<file path="src/rtl/keypad_scan_ctrl.sv">
// 4x4 matrix keypad scanner: one-cold column drive, row synchronizer, press/release
// debounce and a small key-code FIFO with a sticky overflow flag.
module keypad_scan_ctrl #(
   parameter int SCAN_DIV   = 1000,
   parameter int DEB_CNT    = 50000,
   parameter int FIFO_DEPTH = 4
) (
   input  logic       clk,
   input  logic       reset,
   input  logic [3:0] row,
   output logic [3:0] col,
   output logic [3:0] key_code,
   output logic       key_valid,
   input  logic       key_ready,
   output logic       overflow,
   input  logic       overflow_clr
);

   localparam int DW = (SCAN_DIV > 1) ? $clog2(SCAN_DIV) : 1;
   localparam int CW = (DEB_CNT > 1) ? $clog2(DEB_CNT) : 1;
   localparam int AW = (FIFO_DEPTH > 1) ? $clog2(FIFO_DEPTH) : 1;

   localparam logic [DW-1:0] DWELL_LAST = DW'(SCAN_DIV - 1);
   localparam logic [CW-1:0] DEB_LAST   = CW'(DEB_CNT - 1);
   localparam logic [AW:0]   FIFO_FULL  = (AW + 1)'(FIFO_DEPTH);

   typedef enum logic [1:0] {SCAN, DEBOUNCE, HELD} state_t;

   state_t          state_reg;
   logic [1:0]      idx_reg;
   logic [3:0]      col_reg;
   logic [DW-1:0]   dwell_reg;
   logic [CW-1:0]   deb_reg;
   logic [3:0]      pat_reg;
   logic [3:0]      row_meta_reg;
   logic [3:0]      row_sync_reg;

   logic [3:0]      mem [FIFO_DEPTH];
   logic [AW-1:0]   wr_ptr_reg;
   logic [AW-1:0]   rd_ptr_reg;
   logic [AW:0]     count_reg;
   logic            overflow_reg;

   logic [3:0]      rs;
   logic [1:0]      idx_inc;
   logic            pat_match;
   logic            push;
   logic [3:0]      push_code;
   logic            fifo_empty;
   logic            fifo_full;
   logic            pop;
   logic            accept;
   logic            drop;

   function automatic logic single_zero(input logic [3:0] v);
      logic [3:0] z;
      z = ~v;
      return (z != 4'd0) && ((z & (z - 4'd1)) == 4'd0);
   endfunction

   function automatic logic [1:0] zero_pos(input logic [3:0] v);
      logic [1:0] p;
      p = 2'd3;
      if (!v[0])      p = 2'd0;
      else if (!v[1]) p = 2'd1;
      else if (!v[2]) p = 2'd2;
      return p;
   endfunction

   function automatic logic [3:0] col_of(input logic [1:0] i);
      return ~(4'b0001 << i);
   endfunction

   // Rows come straight from the keypad contacts; two flops before any use.
   always_ff @(posedge clk or posedge reset) begin
      if (reset) begin
         row_meta_reg <= 4'hF;
         row_sync_reg <= 4'hF;
      end else begin
         row_meta_reg <= row;
         row_sync_reg <= row_meta_reg;
      end
   end

   assign rs        = row_sync_reg;
   assign idx_inc   = idx_reg + 2'd1;
   assign pat_match = (rs == pat_reg);
   assign push      = (state_reg == DEBOUNCE) && pat_match && (deb_reg == DEB_LAST);
   assign push_code = {zero_pos(pat_reg), idx_reg};

   always_ff @(posedge clk or posedge reset) begin
      if (reset) begin
         state_reg <= SCAN;
         idx_reg   <= 2'd0;
         col_reg   <= 4'hE;
         dwell_reg <= '0;
         deb_reg   <= '0;
         pat_reg   <= 4'hF;
      end else begin
         case (state_reg)
            SCAN: begin
               if (dwell_reg == DWELL_LAST) begin
                  dwell_reg <= '0;
                  if (single_zero(rs)) begin
                     pat_reg   <= rs;
                     deb_reg   <= '0;
                     state_reg <= DEBOUNCE;
                  end else begin
                     // Idle rows and ghost/multi-key patterns both just move on.
                     idx_reg <= idx_inc;
                     col_reg <= col_of(idx_inc);
                  end
               end else begin
                  dwell_reg <= dwell_reg + 1'b1;
               end
            end
            DEBOUNCE: begin
               if (pat_match) begin
                  if (deb_reg == DEB_LAST) begin
                     deb_reg   <= '0;
                     state_reg <= HELD;
                  end else begin
                     deb_reg <= deb_reg + 1'b1;
                  end
               end else begin
                  state_reg <= SCAN;
                  dwell_reg <= '0;
                  idx_reg   <= idx_inc;
                  col_reg   <= col_of(idx_inc);
               end
            end
            HELD: begin
               if (rs == 4'hF) begin
                  if (deb_reg == DEB_LAST) begin
                     deb_reg   <= '0;
                     dwell_reg <= '0;
                     state_reg <= SCAN;
                     idx_reg   <= idx_inc;
                     col_reg   <= col_of(idx_inc);
                  end else begin
                     deb_reg <= deb_reg + 1'b1;
                  end
               end else begin
                  deb_reg <= '0;
               end
            end
            default: begin
               state_reg <= SCAN;
               dwell_reg <= '0;
               deb_reg   <= '0;
            end
         endcase
      end
   end

   assign fifo_empty = (count_reg == '0);
   assign fifo_full  = (count_reg == FIFO_FULL);
   assign pop        = !fifo_empty && key_ready;
   // A full FIFO still takes a push when the head leaves in the same cycle.
   assign accept     = push && (!fifo_full || pop);
   assign drop       = push && fifo_full && !pop;

   always_ff @(posedge clk) begin
      if (accept) mem[wr_ptr_reg] <= push_code;
   end

   always_ff @(posedge clk or posedge reset) begin
      if (reset) begin
         wr_ptr_reg   <= '0;
         rd_ptr_reg   <= '0;
         count_reg    <= '0;
         overflow_reg <= 1'b0;
      end else begin
         if (accept) wr_ptr_reg <= wr_ptr_reg + 1'b1;
         if (pop)    rd_ptr_reg <= rd_ptr_reg + 1'b1;
         case ({accept, pop})
            2'b10:   count_reg <= count_reg + 1'b1;
            2'b01:   count_reg <= count_reg - 1'b1;
            default: count_reg <= count_reg;
         endcase
         if (drop)              overflow_reg <= 1'b1;
         else if (overflow_clr) overflow_reg <= 1'b0;
      end
   end

   assign col       = col_reg;
   assign key_valid = !fifo_empty;
   assign key_code  = fifo_empty ? 4'h0 : mem[rd_ptr_reg];
   assign overflow  = overflow_reg;

endmodule

</file>
<file path="config.mk">
export PLATFORM = sky130hd
export DESIGN_NAME = keypad_scan_ctrl
export DESIGN_NICKNAME = d
export VERILOG_FILES = /design/src/rtl/keypad_scan_ctrl.sv
export SDC_FILE = /design/constraint.sdc
export NUM_CORES = 1
export LEC_CHECK = 0
export ABC_AREA = 1
export CELL_PAD_IN_SITES_DETAIL_PLACEMENT = 2
export CELL_PAD_IN_SITES_GLOBAL_PLACEMENT = 2
export CORE_ASPECT_RATIO = 0.7
export CORE_MARGIN = 5
export CORE_UTILIZATION = 41
export CTS_BUF_LIST = sky130_fd_sc_hd__clkbuf_8
export CTS_CLUSTER_DIAMETER = 120
export DETAILED_ROUTE_END_ITERATION = 10
export GPL_TIMING_DRIVEN = 0
export PLACE_DENSITY = 0.89
export SETUP_SLACK_MARGIN = 0.4
export SLEW_MARGIN = 20
export SYNTH_ARGS = -nofsm -noshare
export SYNTH_HDL_FRONTEND = slang
export SYNTH_SLANG_ARGS = --single-unit
</file>
<file path="constraint.sdc">
create_clock -name clk -period 6.25 [get_ports clk]
set_input_delay 1.25 -clock clk [delete_from_list [all_inputs] [get_ports clk]]
set_output_delay 1.25 -clock clk [all_outputs]
set_load 0.01 [all_outputs]
</file>
==> flow_summary_export.csv, run 1 <==
group,metric,value,unit
detailed_routing,ant_nets,0,
detailed_routing,wirelength,14.2,mm
grt,grt_max_degree,55,
sta,hold_slack,363,ps
clock_tree,cts-buffers-inserted,9,
sta,post-route-period-util,0.549,
synth,synth_top_family_by_area,"simple AND/OR/NAND/NOR gates",
detailed_routing,num_vias,3663,
sta,fmax,291,MHz
synth,yosysSeqAreaShare,0.448,
sta,hold_viol,0,
clock_tree,cts_hold_buf,0,
clock_tree,post-cts-setup-buffers,0,
clock_tree,cts-root-buf,"clkbuf_8",
grt,grt_pass1_wl,22.9,mm
critical_path,worstSetupStartpoint,"rd_ptr_reg[0]$_DFFE_PP0P_",
synth,synth-simple-area-share,0.336,
placed_design,port_buffers,17,
synth,ys.flop_type,"dfrtp_1",
synth,yosysTopAreaCell,"dfrtp_1",
floorplanning,std_cell_rows,30,
detailed_routing,wl_per_cell,21.0,microns
finish,layout.nets,568,
detailed_routing,viasPerCell,5.40,
sta,post-route-min-period,3430,ps
synth,synth_xor_area_frac,0.0127,
synth,yosys.area_share.adder,0.0473,
floorplanning,dieWidth,130,microns
detailed_routing,drt-pass1-iter-count,4,
clock_tree,cts_sinks,70,
status,outcome,"complete, no violations",
sta,rsz0062_at_grt,"false",
sta,setup_tns,0,ps
synth,synth_area_leaders,"dfrtp_1 (24%), nand2_1 (12%), edfxtp_1 (12%)",
power_and_ir_drop,vdd_drop_max,0.0891,mV
synth,synth_area,4130,sq um
sta,slew_violations,0,
finish,drive_above_1_share,0.160,
synth,async_flop_share,0.771,
sta,setup_viol,0,
finish,syn_to_final_growth,12.5,%
power_and_ir_drop,power_density,235,nW/um^2
critical_path,arrival,2180,ps
synth,synth_compound_area_frac,0.0652,
synth,synth-edff-count,16,
critical_path,worst-path-max-fanout,10,
synth,syn_inst,517,
clock_tree,clockBufferDepth,2,
synth,syn_avg_cell_area,7.99,sq um
detailed_routing,drtIter0Drc,157,
detailed_routing,drcViolationCount,0,
hold_path,hold_path.startpoint,"row_meta_reg[2]$_DFF_PP1_",
clock_tree,insertion_delay,380,ps
power_and_ir_drop,leakagePower,2.20,nW
synth,yosys_warnings,0,
placed_design,hpwl,9.95,mm
grt,globalRoute.totalOverflow,0,
clock_tree,ctsResizeCount,0,
floorplanning,dieHeight,94.0,microns
grt,grt_pass1_vias,4085,
hold_path,min_path_type,"reg2reg",
clock_tree,cts_tree,"done",
synth,syn_nets,540,
sta,max_slew_margin,0.517,
critical_path,crit_type,"reg2out",
critical_path,start_kind,"flop",
clock_tree,path_clk_slew,80,ps
synth,yosysTopAreaCellShare,0.236,
critical_path,critPathRequiredTime,5000,ps
placed_design,place_congestion,0.851,
synth,ys_ff_latch,70,
clock_tree,cts-htree-levels,3,
floorplanning,start_util,0.423,
critical_path,crit_path_end_kind,"output port",
synth,yosysMostFrequentCell,"nand2_1",
synth,synth.top_cells.by_count,"nand2_1 (131), inv_1 (67), nor2_1 (62), dfrtp_1 (39), nand3_1 (37)",
sta,tightest_slew,724,ps
synth,muxShareOfSynthArea,0.00242,
synth,yosys.cell_types.count,35,
sta,finalClockSkew,15.5,ps
job,maxCapViolCount,0,
grt,antenna_found_initial,0,
floorplanning,dieArea,12200,sq um
floorplanning,core,9760,sq um
grt,grtUsageTotal,0.249,
floorplanning,ioPinCount,18,
critical_path,r2r-start,"state_reg[1]$_DFFE_PP0P_",
finish,antennaDiodeCount,0,
power by group:
group / switching [mW] / internal, mW
Combinational: 0.127 / 0.0873
Sequential: 0.0184 / 0.488
Clock: 0.193 / 0.180
Total: 0.338 / 0.755
cell type report:
cell class	count	area (sq um)
Fill cell	1122	5110
Multi-Input combinational cell	360	1910
Sequential cell	70	1850
Inverter	77	294
Timing Repair Buffer	17	170
Tap cell	128	160
Clock buffer	9	124
Buffer	10	72.6
Clock inverter	7	60.1
cell families (layout without fill, tap and decap cells):
logic type,Yosys count,after routing
AOI/OAI and AO/OA,42,42
xor gates and xnor gates,6,6
and+or+nand+nor,296,296
buffers and inverters,87,120
muxes,1,1
DFF,70,70
adders and majority gates,15,15
metal layers:
metal	global-route usage	up-vias	wire, microns
met2	0.444	45	7370
met5	0	-	0
met3	0.0466	25	335
met4	0.0882	0	358
met1	0.301	1886	6160
li1	-	1707	-
stage by stage:
step / power (mW) / setup slack [ps] / utilization / cell area (sq um) / cells
finish: 1.09 / 2820 / 0.476 / 4650 / 678
global route: 1.15 / 2700 / 0.476 / 4650 / 678
CTS: 1.10 / 2800 / 0.476 / 4650 / 678
detailed placement: 0.728 / 2670 / 0.457 / 4460 / 662
global placement: 0.705 / 2530 / 0.457 / 4460 / 662
floorplan: 0.635 / 3630 / - / 4130 / 517
placed cells by master, fill, tap and decap left out, types with 2 or more instances in the layout:
| master | netlist | routed |
|---|---|---|
| a21oi_1 | 6 | 6 |
| buf_6 | 4 | 4 |
| clkbuf_1 | 4 | 4 |
| clkbuf_8 | 0 | 9 |
| clkdlybuf4s50_1 | 0 | 17 |
| clkinv_2 | 0 | 2 |
| dfrtp_1 | 39 | 39 |
| dfstp_2 | 15 | 15 |
| edfxtp_1 | 16 | 16 |
| ha_1 | 14 | 14 |
| inv_1 | 67 | 69 |
| inv_2 | 9 | 9 |
| inv_4 | 1 | 2 |
| nand2_1 | 131 | 131 |
| nand2_2 | 12 | 12 |
| nand2_4 | 2 | 2 |
| nand3_1 | 37 | 37 |
| nand3_2 | 5 | 5 |
| nand3b_1 | 6 | 6 |
| nand4_1 | 23 | 23 |
| nor2_1 | 62 | 62 |
| nor2_2 | 5 | 5 |
| nor2_4 | 5 | 5 |
| nor3_1 | 6 | 6 |
| o21ai_0 | 14 | 14 |
| o21ai_1 | 8 | 8 |
| o21ai_2 | 11 | 11 |
| xor2_1 | 5 | 5 |
worst max-delay path, cell delays in order, from the launching register on:
cell and delay [ps]:
dfrtp_1 360, clkbuf_1 360, nor2_1 120, nor2_1 150
o21ai_0 130, a21oi_1 150, clkdlybuf4s50_1 550
worst paths after layout:
check,slack [ps],cells past startpoint,to
worst max-delay path,2820,6,key_code[3]
worst min-delay path,360,0,row_sync_reg[2]$_DFF_PP1_
worst max register to register,3400,12,count_reg[2]$_DFFE_PP0P_
worst min register to register,360,0,row_sync_reg[2]$_DFF_PP1_
max in group asynchronous,4410,2,count_reg[0]$_DFFE_PP0P_
min in group asynchronous,1370,2,overflow$_DFFE_PP0P_
No activity file was read; power rests on OpenSTA's default activity.
==> inputs of run 2 (changes only) <==
CORE_UTILIZATION = 34   (was 41)
PLACE_DENSITY = 0.79   (was 0.89)
clock period = 2.8 ns   (was 6.25 ns; I/O delays follow)
==> run 2 against run 1 <==
Wire length decreased by 17%. Global-route usage fell by 7.1 points. First-iteration DRC count decreased by 28%. Utilization is 7.1 points lower. Die area grew 19%. Register-to-register slack worse by 2900 ps. Flip-flop and latch count did not move. Sequential power is 120% higher. Via count fell by 3.9%. Design area up 3.0%. Critical path depth grew 5. Critical path type is now reg2reg. Largest cell class unchanged.
==> flow_summary_export.csv, run 2 (synthesis gave the netlist of run 1 again) <==
group,metric,value,unit
status,outcome,"complete, no violations",
grt,grt_pass1_vias,3911,
hold_path,hold-path-endpoint,"row_sync_reg[2]$_DFF_PP1_",
floorplanning,dieWidth,142,microns
finish,fin_cells,712,
critical_path,ff2ff_path_depth,11,
clock_tree,cts_tree,"done",
finish,layout_common_cells,"nand2_1 (130), inv_1 (64), nor2_1 (58)",
floorplanning,start_util,0.350,
sta,fmax,437,MHz
critical_path,slowest_delay,580,ps
detailed_routing,wirelength,11.9,mm
detailed_routing,drcViolationCount,0,
power_and_ir_drop,power_density,508,nW/um^2
critical_path,reg2reg_to,"count_reg[1]$_DFFE_PP0P_",
job,maxCapViolCount,0,
sta,max_slew_margin,0.523,
power_and_ir_drop,vdd_drop_max,0.274,mV
grt,grtUsageTotal,0.178,
detailed_routing,wl_per_cell,16.7,microns
detailed_routing,num_vias,3520,
critical_path,arrival,2570,ps
hold_path,min_path_cells,0,
critical_path,r2r-start,"row_sync_reg[2]$_DFF_PP1_",
sta,tightest_slew,715,ps
critical_path,worst_path_most_repeated_cell,"nand2_1",
clock_tree,cts-buffers-inserted,9,
grt,globalRoute.totalOverflow,0,
finish,mostFrequentLayoutCell,"nand2_1",
critical_path,crit_slowest_cell,"dfstp_2",
critical_path,crit_path_end_kind,"flop",
hold_path,hold_path.startpoint,"row_meta_reg[2]$_DFF_PP1_",
sta,post-route-period-util,0.818,
floorplanning,ioPinCount,18,
critical_path,worst-path-max-fanout,6,
sta,post-route-min-period,2290,ps
clock_tree,insertion_delay,360,ps
critical_path,critPathRequiredTime,3080,ps
floorplanning,dieHeight,102,microns
clock_tree,cts_sinks,70,
clock_tree,clockBufferDepth,2,
grt,grt_pass1_wl,20.3,mm
sta,setup_viol,0,
detailed_routing,drt-pass1-iter-count,4,
floorplanning,dieArea,14500,sq um
floorplanning,core,11800,sq um
placed_design,pre_cts_slack,53.9,ps
detailed_routing,viasPerCell,4.94,
sta,slew_violations,0,
sta,hold_viol,0,
sta,setup_tns,0,ps
finish,antennaDiodeCount,0,
placed_design,port_buffers,17,
detailed_routing,ant_nets,0,
finish,drive_above_1_share,0.195,
floorplanning,std_cell_rows,33,
sta,worst_slack,511,ps
placed_design,placed_cells,691,
grt,grt_max_degree,55,
grt,antenna_found_initial,0,
finish,layout.nets,573,
finish,syn_to_final_growth,15.9,%
critical_path,r2r_setup_slack,510,ps
sta,rsz0062_at_grt,"false",
power_and_ir_drop,leakagePower,2.27,nW
placed_design,hpwl,8.79,mm
clock_tree,cts-htree-levels,3,
sta,hold_slack,353,ps
placed_design,place_congestion,0.803,
detailed_routing,drtIter0Drc,113,
sta,finalClockSkew,7.54,ps
critical_path,crit_type,"reg2reg",
finish,finish.utilization,0.405,
hold_path,min_path_type,"reg2reg",
clock_tree,path_clk_slew,80,ps
critical_path,start_kind,"flop",
critical_path,cp_cell_sequence,"inv_1 > nand2_1 > nand2_1 > nor2_2 > nand2_2 > nor2_4 > nand3_4 > ha_2 > inv_2 > fa_2 > o21ai_1",
clock_tree,cts-root-buf,"clkbuf_8",
[run 2: changes by cell type in the layout (fill, tap and decap cells not counted), moves of 4 or more]
cell	before	now
buf_4	1	6
inv_1	69	64
nor2_1	62	58
clkdlybuf4s50_1	17	13
dlygate4sd2_1	0	4
[run 2: timing repair]
action / 4_1_cts / 5_1_grt
resized for setup: 13 / 13
setup buffers: 0 / 5
hold buffers: 0 / 0
endpoints found under the setup margin: 7 / 2
pin swaps: 0 / 4
[run 2: through the flow]
| stage | total power, mW | instance area [sq um] |
|---|---|---|
| after floorplan | 1.42 | 4130 |
| after CTS | 2.46 | 4720 |
| after global routing | 2.57 | 4780 |
| final | 2.43 | 4780 |
| after global placement | 1.57 | 4500 |
| after detailed placement | 1.62 | 4500 |
[run 2: layer usage]
metal / GRT usage / up-vias / part of all wire / routed length, microns
li1: - / 1718 / - / -
met1: 0.223 / 1764 / 0.48 / 5660
met2: 0.320 / 27 / 0.49 / 5850
met3: 0.0327 / 11 / 0.022 / 258
met4: 0.0442 / 0 / 0.0088 / 105
met5: 0 / - / 0 / 0
[run 2: critical path, delay by kind of cell (launching register included)]
kind / cells / cell delay (ps)
AOI/OAI and AO/OA: 1 / 150
and+or+nand+nor: 6 / 700
buffers and inverters: 2 / 150
adders and majority gates: 2 / 640
DFF: 1 / 580
[run 2: area by class of cell]
class	count	area, sq um
Timing Repair Buffer	22	203
Clock buffer	9	124
Multi-Input combinational cell	360	1970
Inverter	77	294
Buffer	10	77.6
Tap cell	157	196
Sequential cell	70	1850
Clock inverter	7	72.6
Fill cell	1347	7020
[run 2: power breakdown]
group	leakage [nW]	internal, mW	total (mW)	switching [mW]
clock network	0.0972	0.413	0.844	0.431
logic	1.32	0.184	0.459	0.274
registers	0.855	1.09	1.13	0.0395
[run 2: how the worst max path moves through the flow]
stage / start / to / slack [ps]
detailed placement: deb_reg[0]$_DFFE_PP0P_ / count_reg[1]$_DFFE_PP0P_ / 50
CTS: row_sync_reg[2]$_DFF_PP1_ / count_reg[1]$_DFFE_PP0P_ / 350
finish: row_sync_reg[2]$_DFF_PP1_ / count_reg[1]$_DFFE_PP0P_ / 510
floorplan: state_reg[1]$_DFFE_PP0P_ / count_reg[1]$_DFFE_PP0P_ / 640
global placement: reset / deb_reg[3]$_DFFE_PP0P_ / -220
global route: row_sync_reg[2]$_DFF_PP1_ / count_reg[2]$_DFFE_PP0P_ / 410
